$ cat src/rtl/control_fsm.sv
// Multi-cycle processor control FSM: FETCH/DECODE/EXEC/MEM/WB sequencing, opcode
// decode to datapath controls, memory-wait timeout to a sticky ERROR state.
module control_fsm #(
  parameter int unsigned OPW     = 5,
  parameter int unsigned TIMEOUT = 15,
  parameter int unsigned CW      = 4
) (
  input  logic           clk,
  input  logic           reset,
  input  logic [OPW-1:0] opcode,
  input  logic           z_flag,
  input  logic           n_flag,
  input  logic           mem_ready,
  output logic           mem_req,
  output logic           mem_sel,
  output logic           ir_load,
  output logic           pc_enable,
  output logic [1:0]     PCSrc,
  output logic           RegWrite,
  output logic           MemWrite,
  output logic           ALUOp,
  output logic           ALUSrc,
  output logic           RegDst,
  output logic           ExtSel,
  output logic           NZ,
  output logic [2:0]     WBSrc,
  output logic [2:0]     state,
  output logic           err,
  output logic           illegal
);

  typedef enum logic [2:0] {
    S_FETCH  = 3'd0,
    S_DECODE = 3'd1,
    S_EXEC   = 3'd2,
    S_MEM    = 3'd3,
    S_WB     = 3'd4,
    S_ERROR  = 3'd7
  } state_t;

  typedef struct packed {
    logic       legal;
    logic       is_mem;
    logic       is_st;
    logic       alu_op;
    logic       alu_src;
    logic       ext_sel;
    logic       nz;
    logic       reg_write;
    logic       reg_dst;
    logic [2:0] wb_src;
    logic [1:0] pc_src;
  } dec_t;

  // Register forms live at 00xxx/01xxx, immediate and branch forms at 1xxxx.
  localparam logic [4:0] OP_MV    = 5'b00000;
  localparam logic [4:0] OP_ADD   = 5'b00001;
  localparam logic [4:0] OP_SUB   = 5'b00010;
  localparam logic [4:0] OP_CMP   = 5'b00011;
  localparam logic [4:0] OP_LD    = 5'b00100;
  localparam logic [4:0] OP_ST    = 5'b00101;
  localparam logic [4:0] OP_JR    = 5'b01000;
  localparam logic [4:0] OP_JZR   = 5'b01001;
  localparam logic [4:0] OP_JNR   = 5'b01010;
  localparam logic [4:0] OP_CALLR = 5'b01100;
  localparam logic [4:0] OP_MVI   = 5'b10000;
  localparam logic [4:0] OP_ADDI  = 5'b10001;
  localparam logic [4:0] OP_SUBI  = 5'b10010;
  localparam logic [4:0] OP_CMPI  = 5'b10011;
  localparam logic [4:0] OP_MVHI  = 5'b10110;
  localparam logic [4:0] OP_J     = 5'b11000;
  localparam logic [4:0] OP_JZ    = 5'b11001;
  localparam logic [4:0] OP_JN    = 5'b11010;
  localparam logic [4:0] OP_CALL  = 5'b11100;

  localparam logic [CW-1:0] TO_CW = CW'(TIMEOUT);

  state_t         state_q, state_d;
  logic [OPW-1:0] op_q;
  logic [CW-1:0]  wait_cnt, wait_inc;
  logic           timeout_hit;
  dec_t           dec;

  assign wait_inc    = wait_cnt + CW'(1);
  assign timeout_hit = (TIMEOUT != 0) && !mem_ready && (wait_inc == TO_CW);
  assign state       = state_q;
  assign err         = (state_q == S_ERROR);

  always_comb begin
    dec        = '0;
    dec.legal  = 1'b1;
    dec.wb_src = 3'b001;
    dec.pc_src = 2'b10;
    if ((op_q >> 5) != '0) begin
      dec.legal = 1'b0;
    end else begin
      case (op_q[4:0])
        OP_MV:    begin dec.reg_write = 1'b1; dec.wb_src = 3'b011; end
        OP_ADD:   dec.reg_write = 1'b1;
        OP_SUB:   begin dec.reg_write = 1'b1; dec.alu_op = 1'b1; end
        OP_CMP:   begin dec.alu_op = 1'b1; dec.nz = 1'b1; end
        OP_LD:    begin dec.is_mem = 1'b1; dec.reg_write = 1'b1; dec.wb_src = 3'b000; end
        OP_ST:    begin dec.is_mem = 1'b1; dec.is_st = 1'b1; end
        OP_MVI:   begin dec.reg_write = 1'b1; dec.wb_src = 3'b100; end
        OP_ADDI:  begin dec.reg_write = 1'b1; dec.alu_src = 1'b1; dec.nz = 1'b1; end
        OP_SUBI:  begin
          dec.reg_write = 1'b1; dec.alu_src = 1'b1; dec.alu_op = 1'b1; dec.nz = 1'b1;
        end
        OP_CMPI:  begin dec.alu_src = 1'b1; dec.alu_op = 1'b1; dec.nz = 1'b1; end
        OP_MVHI:  begin dec.reg_write = 1'b1; dec.wb_src = 3'b100; end
        OP_J:     begin dec.ext_sel = 1'b1; dec.pc_src = 2'b00; end
        OP_JZ:    begin dec.ext_sel = 1'b1; dec.pc_src = z_flag ? 2'b00 : 2'b10; end
        OP_JN:    begin dec.ext_sel = 1'b1; dec.pc_src = n_flag ? 2'b00 : 2'b10; end
        OP_CALL:  begin
          dec.ext_sel = 1'b1; dec.reg_write = 1'b1; dec.reg_dst = 1'b1;
          dec.wb_src  = 3'b010; dec.pc_src = 2'b00;
        end
        OP_JR:    dec.pc_src = 2'b01;
        OP_JZR:   dec.pc_src = z_flag ? 2'b01 : 2'b10;
        OP_JNR:   dec.pc_src = n_flag ? 2'b01 : 2'b10;
        OP_CALLR: begin
          dec.reg_write = 1'b1; dec.reg_dst = 1'b1; dec.wb_src = 3'b010; dec.pc_src = 2'b01;
        end
        default:  dec.legal = 1'b0;
      endcase
    end
  end

  always_comb begin
    // NOTE: every output gets a default before the case so no path leaves one unassigned (no latch).
    state_d   = state_q;
    mem_req   = 1'b0;
    mem_sel   = 1'b0;
    ir_load   = 1'b0;
    pc_enable = 1'b0;
    PCSrc     = 2'b10;
    RegWrite  = 1'b0;
    MemWrite  = 1'b0;
    ALUOp     = 1'b0;
    ALUSrc    = 1'b0;
    RegDst    = 1'b0;
    ExtSel    = 1'b0;
    NZ        = 1'b0;
    WBSrc     = 3'b001;
    illegal   = 1'b0;
    // Strobes stay quiet while reset is held so nothing reaches memory before the first fetch.
    if (!reset) begin
      case (state_q)
        S_FETCH: begin
          mem_req = 1'b1;
          if (mem_ready) begin
            ir_load = 1'b1;
            state_d = S_DECODE;
          end else if (timeout_hit) begin
            state_d = S_ERROR;
          end
        end
        S_DECODE: state_d = S_EXEC;
        S_EXEC: begin
          ALUOp   = dec.alu_op;
          ALUSrc  = dec.alu_src;
          ExtSel  = dec.ext_sel;
          NZ      = dec.nz;
          illegal = !dec.legal;
          state_d = dec.is_mem ? S_MEM : S_WB;
        end
        S_MEM: begin
          mem_req  = 1'b1;
          mem_sel  = 1'b1;
          MemWrite = dec.is_st;
          if (mem_ready) begin
            if (dec.is_st) begin
              pc_enable = 1'b1;
              state_d   = S_FETCH;
            end else begin
              state_d = S_WB;
            end
          end else if (timeout_hit) begin
            state_d = S_ERROR;
          end
        end
        S_WB: begin
          pc_enable = 1'b1;
          PCSrc     = dec.pc_src;
          RegWrite  = dec.reg_write;
          RegDst    = dec.reg_dst;
          WBSrc     = dec.wb_src;
          state_d   = S_FETCH;
        end
        S_ERROR: state_d = S_ERROR;
        default: state_d = S_FETCH;
      endcase
    end
  end

  // NOTE: sequential state uses non-blocking assignments so every register samples pre-edge values.
  always_ff @(posedge clk) begin
    if (reset) begin
      state_q  <= S_FETCH;
      op_q     <= '0;
      wait_cnt <= '0;
    end else begin
      state_q <= state_d;
      if (state_q == S_DECODE) op_q <= opcode;
      if (mem_ready || (state_d != state_q)) begin
        wait_cnt <= '0;
      end else if ((state_q == S_FETCH) || (state_q == S_MEM)) begin
        wait_cnt <= wait_inc;
      end
    end
  end

endmodule

$ cat config.mk
export PLATFORM = sky130hd
export DESIGN_NAME = control_fsm
export DESIGN_NICKNAME = d
export VERILOG_FILES = /design/src/rtl/control_fsm.sv
export SDC_FILE = /design/constraint.sdc
export NUM_CORES = 1
export LEC_CHECK = 0
export ABC_CLOCK_PERIOD_IN_PS = 1800
export CAP_MARGIN = 25
export CORE_MARGIN = 3
export CORE_UTILIZATION = 45
export DETAILED_ROUTE_END_ITERATION = 12
export GPL_ROUTABILITY_DRIVEN = 0
export PLACE_DENSITY = 0.86
export SLEW_MARGIN = 5
export SYNTH_ARGS = -nofsm -noshare
export SYNTH_HDL_FRONTEND = slang
export SYNTH_SLANG_ARGS = --single-unit
$ cat constraint.sdc
create_clock -name clk -period 1.8 [get_ports clk]
set_clock_uncertainty 0.05 [all_clocks]
set_input_delay 0.36 -clock clk [delete_from_list [all_inputs] [get_ports clk]]
set_output_delay 0.36 -clock clk [all_outputs]
set_load 0.05 [all_outputs]
==> reports/qor.yml, run 1 <==
outcome:
  stop_stage: "4_1_cts"
  error_line: "[ERROR DPL-0038] Utilization greater than 100%, impossible to legalize"
  status: "did not finish"
yosys:
  ys_ff_latch: 12
  synth_most_common_cell: "nor2_1"
  synth_commonest_cells: "nor2_1, a21oi_1, dfxtp_1"
  yosys.area.top_type: "dfxtp_1"
  avgSynthCellArea_sq_um: 7.72
  synthTopCellsByArea: "dfxtp_1, nor2_1, a21oi_1"
  synth_warnings: 0
  ys_types: 43
  syn_area_sq_um: 981
  synth_top_area_share_pct: 24.5
  syn_inst: 127
  synth_ff_type: "dfxtp_1"
  yosysSeqAreaShare_pct: 24.5
  synth_edf_count: 0
  synth_fp_nets: 139
  async_flop_share_pct: 0
floorplanning:
  die_x_um: 52.7
  ioPinCount: 31
  start_util_pct: 48.5
  num_rows: 16
  die_y_um: 52.7
clocking:
  cts_buffers: 3
  clk_path_buf_depth: 2
  htree_levels: 1
  post_cts_resized: 43
  post_cts_buffers: 9
  root_buffer: "clkbuf_4"
  hold_buffers: 0
  clock_sinks: 12
placement:
  port_buffers: 30
  placed_area_sq_um: 1900
  dp_hpwl_um: 3480
logic make-up after synthesis:
kind of cell	share of synthesized area (%)
AOI/OAI and AO/OA	20.7
xor gates and xnor gates	4.46
adders and majority gates	2.55
buffers and inverters	5.87
DFF	24.5
muxes	6.12
and+or+nand+nor	35.8
per-stage QoR:
step | setup slack (ns) | std cells
floorplan | -0.226 | 127
global placement | -0.391 | 205
detailed placement | -0.465 | 205
==> inputs of run 2 (changes only) <==
Settings changed: CORE_AREA from default to 3 3 64 66, CORE_MARGIN 3 to default, CORE_UTILIZATION 45 to default, DIE_AREA from default to 0 0 67 69, PLACE_DENSITY 0.86 to default, PLACE_DENSITY_LB_ADDON from default to 0.15.
==> reports/qor.yml, run 2 <==
outcome:
  status: "finished with violations"
  violations: "setup timing"
final_layout:
  n_antenna_cell: 0
  nNetsFinal: 213
  layout_commonest_cell: "buf_4"
  largest_reg_flops: 5
  final_cell_mix: "buf_4, buf_12, buf_6"
  finalInstanceArea_sq_um: 2360
  largest_register: "op_q"
  syn_to_final_growth_pct: 140
  fillers: 287
  drive_gt1_share_pct: 62.5
floorplanning:
  die_y_um: 69
  start_util_pct: 27.0
  ioPinCount: 31
  num_rows: 22
  core_area_sq_um: 3630
  die_area_sq_um: 4620
  die_x_um: 67
power:
  ir_worst_vdd_v: 0.000401
  design_power_total_w: 0.00135
  p_leak_nw: 0.881
  powerDensity_nw_per_um2: 572
placement:
  dp_hpwl_um: 2430
  placed_area_sq_um: 1900
  port_buffers: 30
clocking:
  cts_buffers: 3
  root_buffer: "clkbuf_8"
  cts_tree: "done"
  htree_levels: 1
  clk_path_buf_depth: 2
  hold_buffers: 0
  clock_sinks: 12
  worstSkewPairLatency_ns: 0.24
  path_clk_slew_ns: 0.05
global_routing:
  track_usage_pct: 16.4
  grt_start_max_net_pins: 13
  met2_usage_pct: 28.5
  grt_use_met1_pct: 19.1
  grt_use_met3_pct: 2.61
  busiest_layer: "met2"
  grt_pass1_wl_um: 5980
  grt_overflow: 0
  antenna_found_initial: 0
  first_global_vias: 1277
timing:
  rsz0062_at_grt: "yes"
  worstMarginPinSlew_ns: 0.515
  holdWs_ns: 0.517
  setup_slack_ns: -0.152
  post-route-period-util_pct: 108
  drv_slew: 0
  fin_crit_ns: 1.95
  relSlewSlack_pct: 65.5
  hold_viol: 0
  fmax_ghz: 0.512
  setup_viol: 13
yosys:
  syn_inst: 127
  ys_types: 43
  synth_edf_count: 0
  synth_most_common_cell: "nor2_1"
  avgSynthCellArea_sq_um: 7.72
  synth_warnings: 0
  yosys.area.top_type: "dfxtp_1"
  synth_commonest_cells: "nor2_1, a21oi_1, dfxtp_1"
  synth_fp_nets: 139
  synthTopCellsByArea: "dfxtp_1, nor2_1, a21oi_1"
  synth_ff_type: "dfxtp_1"
  async_flop_share_pct: 0
  syn_area_sq_um: 981
  yosysSeqAreaShare_pct: 24.5
  synth_top_area_share_pct: 24.5
  ys_ff_latch: 12
drt:
  drc: 0
  wirelength_um: 3620
  avgRoutedWirePerCell_um: 14.6
  drtAntennaViolNets: 0
  vias: 1243
  drt-pass1-iter-count: 4
  vias_per_cell: 5.01
  drtIter0Drc: 25
run:
  cap_violations: 0
worst_setup_path:
  cp_max_fo: 3
  worstSetupPathType: "flip-flop to output port"
  crit_arrival_ns: 1.54
  start_kind: "flip-flop"
  required_ns: 1.39
  crit_path_end_kind: "output port"
min_path:
  hold_path.class: "flip-flop to flip-flop"
-- run 2: cell type report --
class                           instances  area, sq um  area share (%)
Multi-Input combinational cell        103         1040            44.0
Tap cell                               48         60.1            2.55
Inverter                                2         7.51           0.319
Clock buffer                            4         55.1            2.34
Sequential cell                        12          268            11.4
Timing Repair Buffer                   79          930            39.5
-- run 2: report_power, final --
group | internal [W] | leakage [nW] | switching (W)
Clock | 0.000193 | 0.0288 | 0.0000984
Sequential | 0.000292 | 0.103 | 0.0000466
Combinational | 0.000364 | 0.749 | 0.000352
Total | 0.000850 | 0.881 | 0.000497
-- run 2: through the flow --
stage,cells,setup TNS [ns],setup slack [ns],util (%)
5_1_grt,248,-1.65,-0.224,64.8
4_1_cts,243,-1.14,-0.175,62.4
3_3_place_gp,221,-5.21,-0.398,52.2
2_1_floorplan,127,-1.06,-0.226,-
6_report,248,-0.927,-0.152,64.8
3_5_place_dp,221,-5.84,-0.425,52.2
-- run 2: routing by layer --
layer	share of wire [%]	wire, um
met4	1.0	38
met5	0	0
met1	39	1410
met3	4.5	163
met2	56	2010
-- run 2: cells by family (layout without fill, tap and decap cells) --
group                      count (synthesis)  in the layout  share of synthesized area, %
adders and majority gates                  2              2                          2.55
xor gates and xnor gates                   5              5                          4.46
and+or+nand+nor                           60             60                          35.8
DFF                                       12             12                          24.5
muxes                                      6              6                          6.12
buffers and inverters                     12             85                          5.87
AOI/OAI and AO/OA                         30             30                          20.7
-- run 2: final timing paths --
path / slack [ns] / cells past startpoint / startpoint / to
setup / recovery: -0.15 / 6 / op_q[1] / WBSrc[0]
hold / removal: 0.52 / 2 / wait_cnt[1] / wait_cnt[1]
setup reg to reg: 0.12 / 7 / op_q[4] / state[0]
hold reg to reg: 0.52 / 2 / wait_cnt[1] / wait_cnt[1]
-- run 2: critical path, cell delays in order (launching register included) --
cell and delay (ns):
dfxtp_4 0.35, buf_4 0.15, inv_1 0.06, and3_4 0.20, a21oi_1 0.04, or3_4 0.34
buf_8 0.16
-- run 2: what timing repair did --
item	4_1_cts	5_1_grt
setup buffers	20	6
pin swaps	19	13
endpoints found under the setup margin	17	16
gates resized for setup	51	12
cloned	0	0
Note: power is estimated with default switching activity, not from simulation.
==> inputs of run 3 (changes only) <==
--- a/config.mk
+++ b/config.mk
@@ -9,4 +9,5 @@
 export CAP_MARGIN = 25
 export CORE_AREA = 3 3 64 66
+export CTS_CLUSTER_SIZE = 10
 export DETAILED_ROUTE_END_ITERATION = 12
 export DIE_AREA = 0 0 67 69
@@ -17,2 +18,3 @@
 export SYNTH_HDL_FRONTEND = slang
 export SYNTH_SLANG_ARGS = --single-unit
+export TNS_END_PERCENT = 5
--- a/constraint.sdc
+++ b/constraint.sdc
@@ -3,3 +3,3 @@
 set_input_delay 0.36 -clock clk [delete_from_list [all_inputs] [get_ports clk]]
 set_output_delay 0.36 -clock clk [all_outputs]
-set_load 0.05 [all_outputs]
+set_load 0.005 [all_outputs]
==> reports/qor.yml, run 3 (synthesized netlist as in run 2, its figures left out) <==
min_path:
  min_path_cells: 2
  hold_path.class: "flip-flop to flip-flop"
timing:
  hold_viol: 0
  worstMarginPinSlew_ns: 0.380
  fin_setup_tns_ns: -0.876
  drv_slew: 0
  setup_slack_ns: -0.121
  holdWs_ns: 0.513
  fin_crit_ns: 1.92
  post-route-period-util_pct: 107
  fmax_ghz: 0.521
  setup_viol: 12
  rsz0062_at_grt: "yes"
  relSlewSlack_pct: 74.0
global_routing:
  grt_overflow: 0
  grt_start_max_net_pins: 11
  antenna_found_initial: 0
  grt_pass1_wl_um: 5510
  first_global_vias: 1226
  track_usage_pct: 15.1
outcome:
  violations: "setup timing"
  status: "finished with violations"
power:
  design_power_total_w: 0.00112
  ir_worst_vdd_v: 0.000401
  p_leak_nw: 0.768
  powerDensity_nw_per_um2: 610
worst_setup_path:
  slowest_delay_ns: 0.35
  crit_family: "simple AND/OR/NAND/NOR gates"
  crit_path_end_kind: "output port"
  crit_chain: "buf_6 > nor3_4 > nand2_2 > or3_1 > buf_2"
  path_depth: 5
  ff2ff_path_depth: 6
  cpMaxStageDelayCell: "or3_1"
  crit_arrival_ns: 1.51
  timing.critical_path.buf_inv: 2
  worstSetupPathType: "flip-flop to output port"
  cp_max_fo: 3
  start_kind: "flip-flop"
  required_ns: 1.39
floorplanning:
  num_rows: 22
  core_area_sq_um: 3630
  ioPinCount: 31
  die_x_um: 67
  die_area_sq_um: 4620
  die_y_um: 69
  start_util_pct: 27.0
final_layout:
  n_antenna_cell: 0
  ff_latch_area_sq_um: 258
  final_cell_mix: "buf_4, nor2_1, a21oi_1, buf_2, buf_6"
  multi_input_area_sq_um: 812
  final_cell_count_no_fill: 249
  nNetsFinal: 214
  drive_gt1_share_pct: 51.7
  layout_commonest_cell: "buf_4"
  fillers: 368
  largest_register: "op_q"
  syn_to_final_growth_pct: 86.5
  largest_reg_flops: 5
placement:
  port_buffers: 30
  dp_hpwl_um: 2480
  dp_slack_ns: -0.738
  dp.cells: 237
drt:
  avgRoutedWirePerCell_um: 13.2
  drt-pass1-iter-count: 4
  wirelength_um: 3290
  drtIter0Drc: 26
  vias: 1230
  drtAntennaViolNets: 0
  drc: 0
  vias_per_cell: 4.94
clocking:
  htree_levels: 1
  root_buffer: "clkbuf_8"
  hold_buffers: 0
  clk_path_buf_depth: 2
  worstSkewPairLatency_ns: 0.24
  path_clk_slew_ns: 0.05
  cts_tree: "done"
  cts_buffers: 3
  clock_sinks: 12
run:
  cap_violations: 0
==> run 3: power breakdown <==
part | internal, W | total [W] | leakage, nW | switching [W]
clock | 0.000193 | 0.000293 | 0.0288 | 0.0000993
sequential | 0.000293 | 0.000329 | 0.102 | 0.0000364
combinational | 0.000270 | 0.000494 | 0.637 | 0.000224
==> run 3: worst paths after layout <==
check               from           to  slack, ns
max             state[1]     WBSrc[0]      -0.12
min          wait_cnt[1]  wait_cnt[1]       0.51
max reg2reg  wait_cnt[0]  wait_cnt[1]       0.19
min reg2reg  wait_cnt[1]  wait_cnt[1]       0.51
==> run 3: worst register-to-register path: stages (launching register included) <==
cell	delay, ns
dfxtp_1	0.42
inv_1	0.07
ha_1	0.22
nor4bb_1	0.15
o21ai_1	0.12
nand4bb_1	0.22
a221oi_1	0.27
==> run 3: cell type report <==
class | count | share of cell area, %
well taps | 48 | 3.28
clock buffers | 4 | 3.01
multi-input cells | 103 | 44.4
inverters | 2 | 0.410
flip-flops and latches | 12 | 14.1
repair buffers | 80 | 34.8
==> run 3: metrics by stage <==
stage | instance area [sq um] | util [%]
global placement | 1610 | 44.2
CTS | 1800 | 49.5
floorplan | 981 | -
finish | 1830 | 50.3
global route | 1830 | 50.3
detailed placement | 1610 | 44.2
==> run 3: per-layer routing <==
| layer | GRT usage (%) | routed length [um] |
|---|---|---|
| met1 | 17.4 | 1330 |
| met2 | 26.9 | 1780 |
| met3 | 1.95 | 114 |
| met4 | 6.31 | 62 |
| met5 | 0 | 0 |
==> run 3: what timing repair did <==
item	4_1_cts	5_1_grt
hold endpoints to repair	0	0
endpoints found under the setup margin	22	19
resized for setup	93	21
setup buffers	8	0
pin swaps	12	9
==> inputs of run 4 (changes only) <==
Settings changed: ABC_CLOCK_PERIOD_IN_PS 1800 to 1900, CORE_AREA 3 3 64 66 to 2 2 63 65, CTS_CLUSTER_DIAMETER from default to 60, DIE_AREA 0 0 67 69 to 0 0 65 67.
Clock period 1.8 ns to 1.9 ns, I/O delays scaled along.
==> reports/qor.yml, run 4 (synthesized netlist as in run 2, its figures left out) <==
worst_setup_path:
  crit_chain: "buf_6 > or2b_1 > and3_4 > a21oi_1 > or3_1 > clkbuf_2"
  crit_path_end_kind: "output port"
  required_ns: 1.47
  cp_max_fo: 5
  ff2ff_path_depth: 6
  worstSetupPathType: "flip-flop to output port"
  crit_arrival_ns: 1.50
  slowest_delay_ns: 0.33
  cpMaxStageDelayCell: "dfxtp_2"
  start_kind: "flip-flop"
clocking:
  worstSkewPairLatency_ns: 0.24
  root_buffer: "clkbuf_8"
  path_clk_slew_ns: 0.06
  cts_tree: "done"
  cts_buffers: 3
  htree_levels: 1
  clock_sinks: 12
  clk_path_buf_depth: 2
drt:
  drt-pass1-iter-count: 4
  wirelength_um: 2850
  drtIter0Drc: 21
  avgRoutedWirePerCell_um: 12.3
  drc: 0
  vias_per_cell: 4.82
  drtAntennaViolNets: 0
  vias: 1119
placement:
  port_buffers: 30
  dp.cells: 226
  placed_area_sq_um: 1520
  dp_hpwl_um: 2180
final_layout:
  ff_latch_area_sq_um: 249
  final_cell_count_no_fill: 232
  nNetsFinal: 197
  syn_to_final_growth_pct: 72.2
  final_cell_mix: "buf_4, nor2_1, clkdlybuf4s50_1"
  multi_input_area_sq_um: 791
  fillers: 366
  largest_register: "op_q"
  largest_reg_flops: 5
  finalInstanceArea_sq_um: 1690
  drive_gt1_share_pct: 41.8
  layout_commonest_cell: "buf_4"
  n_antenna_cell: 0
  final_core_util_pct: 46.8
global_routing:
  first_global_vias: 1046
  busiest_layer: "met2"
  met2_usage_pct: 24.7
  track_usage_pct: 13.4
  grt_overflow: 0
  antenna_found_initial: 0
  grt_use_met1_pct: 16.4
  grt_pass1_wl_um: 4660
  grt_start_max_net_pins: 13
  grt_use_met3_pct: 2.03
power:
  design_power_total_w: 0.00100
  comb_power_share_pct: 41.6
  swShare_pct: 31.8
  p_int_w: 0.000684
  ir_worst_vdd_v: 0.000354
  clockPowerShare_pct: 27.9
  powerDensity_nw_per_um2: 593
  p_sw_w: 0.000319
  seq_power_share_pct: 30.4
  p_leak_nw: 0.674
min_path:
  min_path_cells: 2
  hold_path.class: "flip-flop to flip-flop"
timing:
  holdWs_ns: 0.516
  fmax_ghz: 0.518
  drv_slew: 0
  post-route-period-util_pct: 102
  hold_viol: 0
  relSlewSlack_pct: 63.2
  setup_viol: 2
  rsz0062_at_grt: "yes"
  worstMarginPinSlew_ns: 0.549
  setup_slack_ns: -0.0301
  fin_crit_ns: 1.93
floorplanning:
  num_rows: 22
  ioPinCount: 31
  die_x_um: 65
  core_area_sq_um: 3610
  start_util_pct: 27.2
  die_area_sq_um: 4360
  die_y_um: 67
outcome:
  status: "finished with violations"
  violations: "setup timing"
run:
  cap_violations: 0
[run 4: area by class of cell]
| cell class | instances | share of cell area, % |
|---|---|---|
| Sequential cell | 12 | 14.7 |
| Clock buffer | 4 | 3.26 |
| Multi-Input combinational cell | 103 | 46.8 |
| Timing Repair Buffer | 63 | 31.2 |
| Inverter | 2 | 0.444 |
| Tap cell | 48 | 3.56 |
[run 4: path summary, 6_finish.rpt]
kind                            slack, ns     endpoint   startpoint
worst max-delay path                -0.03     WBSrc[0]      op_q[4]
worst min-delay path                 0.52  wait_cnt[3]  wait_cnt[3]
worst max register to register       0.32  wait_cnt[1]  wait_cnt[0]
worst min register to register       0.52  wait_cnt[3]  wait_cnt[3]
[run 4: stage by stage]
stage	setup WS, ns	setup TNS (ns)
after floorplan	0.207	0
after global placement	-0.665	-8.63
after detailed placement	-0.635	-8.83
after CTS	-0.189	-0.493
after global routing	-0.0918	-0.588
final	-0.0301	-0.0518
[run 4: metal layers]
layer	share of wire, %	wire length, um
met3	4.0	114
met4	0.42	12
met2	50	1430
met5	0	0
met1	45	1290
[run 4: worst max-delay path: cells and delay by family, from the launching register on]
family | cells | cell delay, ns
buffers and inverters | 2 | 0.24
DFF | 1 | 0.33
and+or+nand+nor | 3 | 0.66
AOI/OAI and AO/OA | 1 | 0.03
[run 4: timing repair]
item                                    4_1_cts  5_1_grt
setup buffers                                 0        2
hold buffers                                  0        0
resized for setup                            57       29
pin swaps                                    10        6
endpoints found under the setup margin       17       15
hold endpoints to repair                      0        0
[run 4: power groups by stage]
stage | clock network [W] | registers [W] | logic, W
floorplan | 0 | 0.000303 | 0.000199
global placement | 0 | 0.000305 | 0.000368
detailed placement | 0 | 0.000304 | 0.000372
CTS | 0.000286 | 0.000301 | 0.000393
global route | 0.000298 | 0.000310 | 0.000456
finish | 0.000280 | 0.000305 | 0.000417
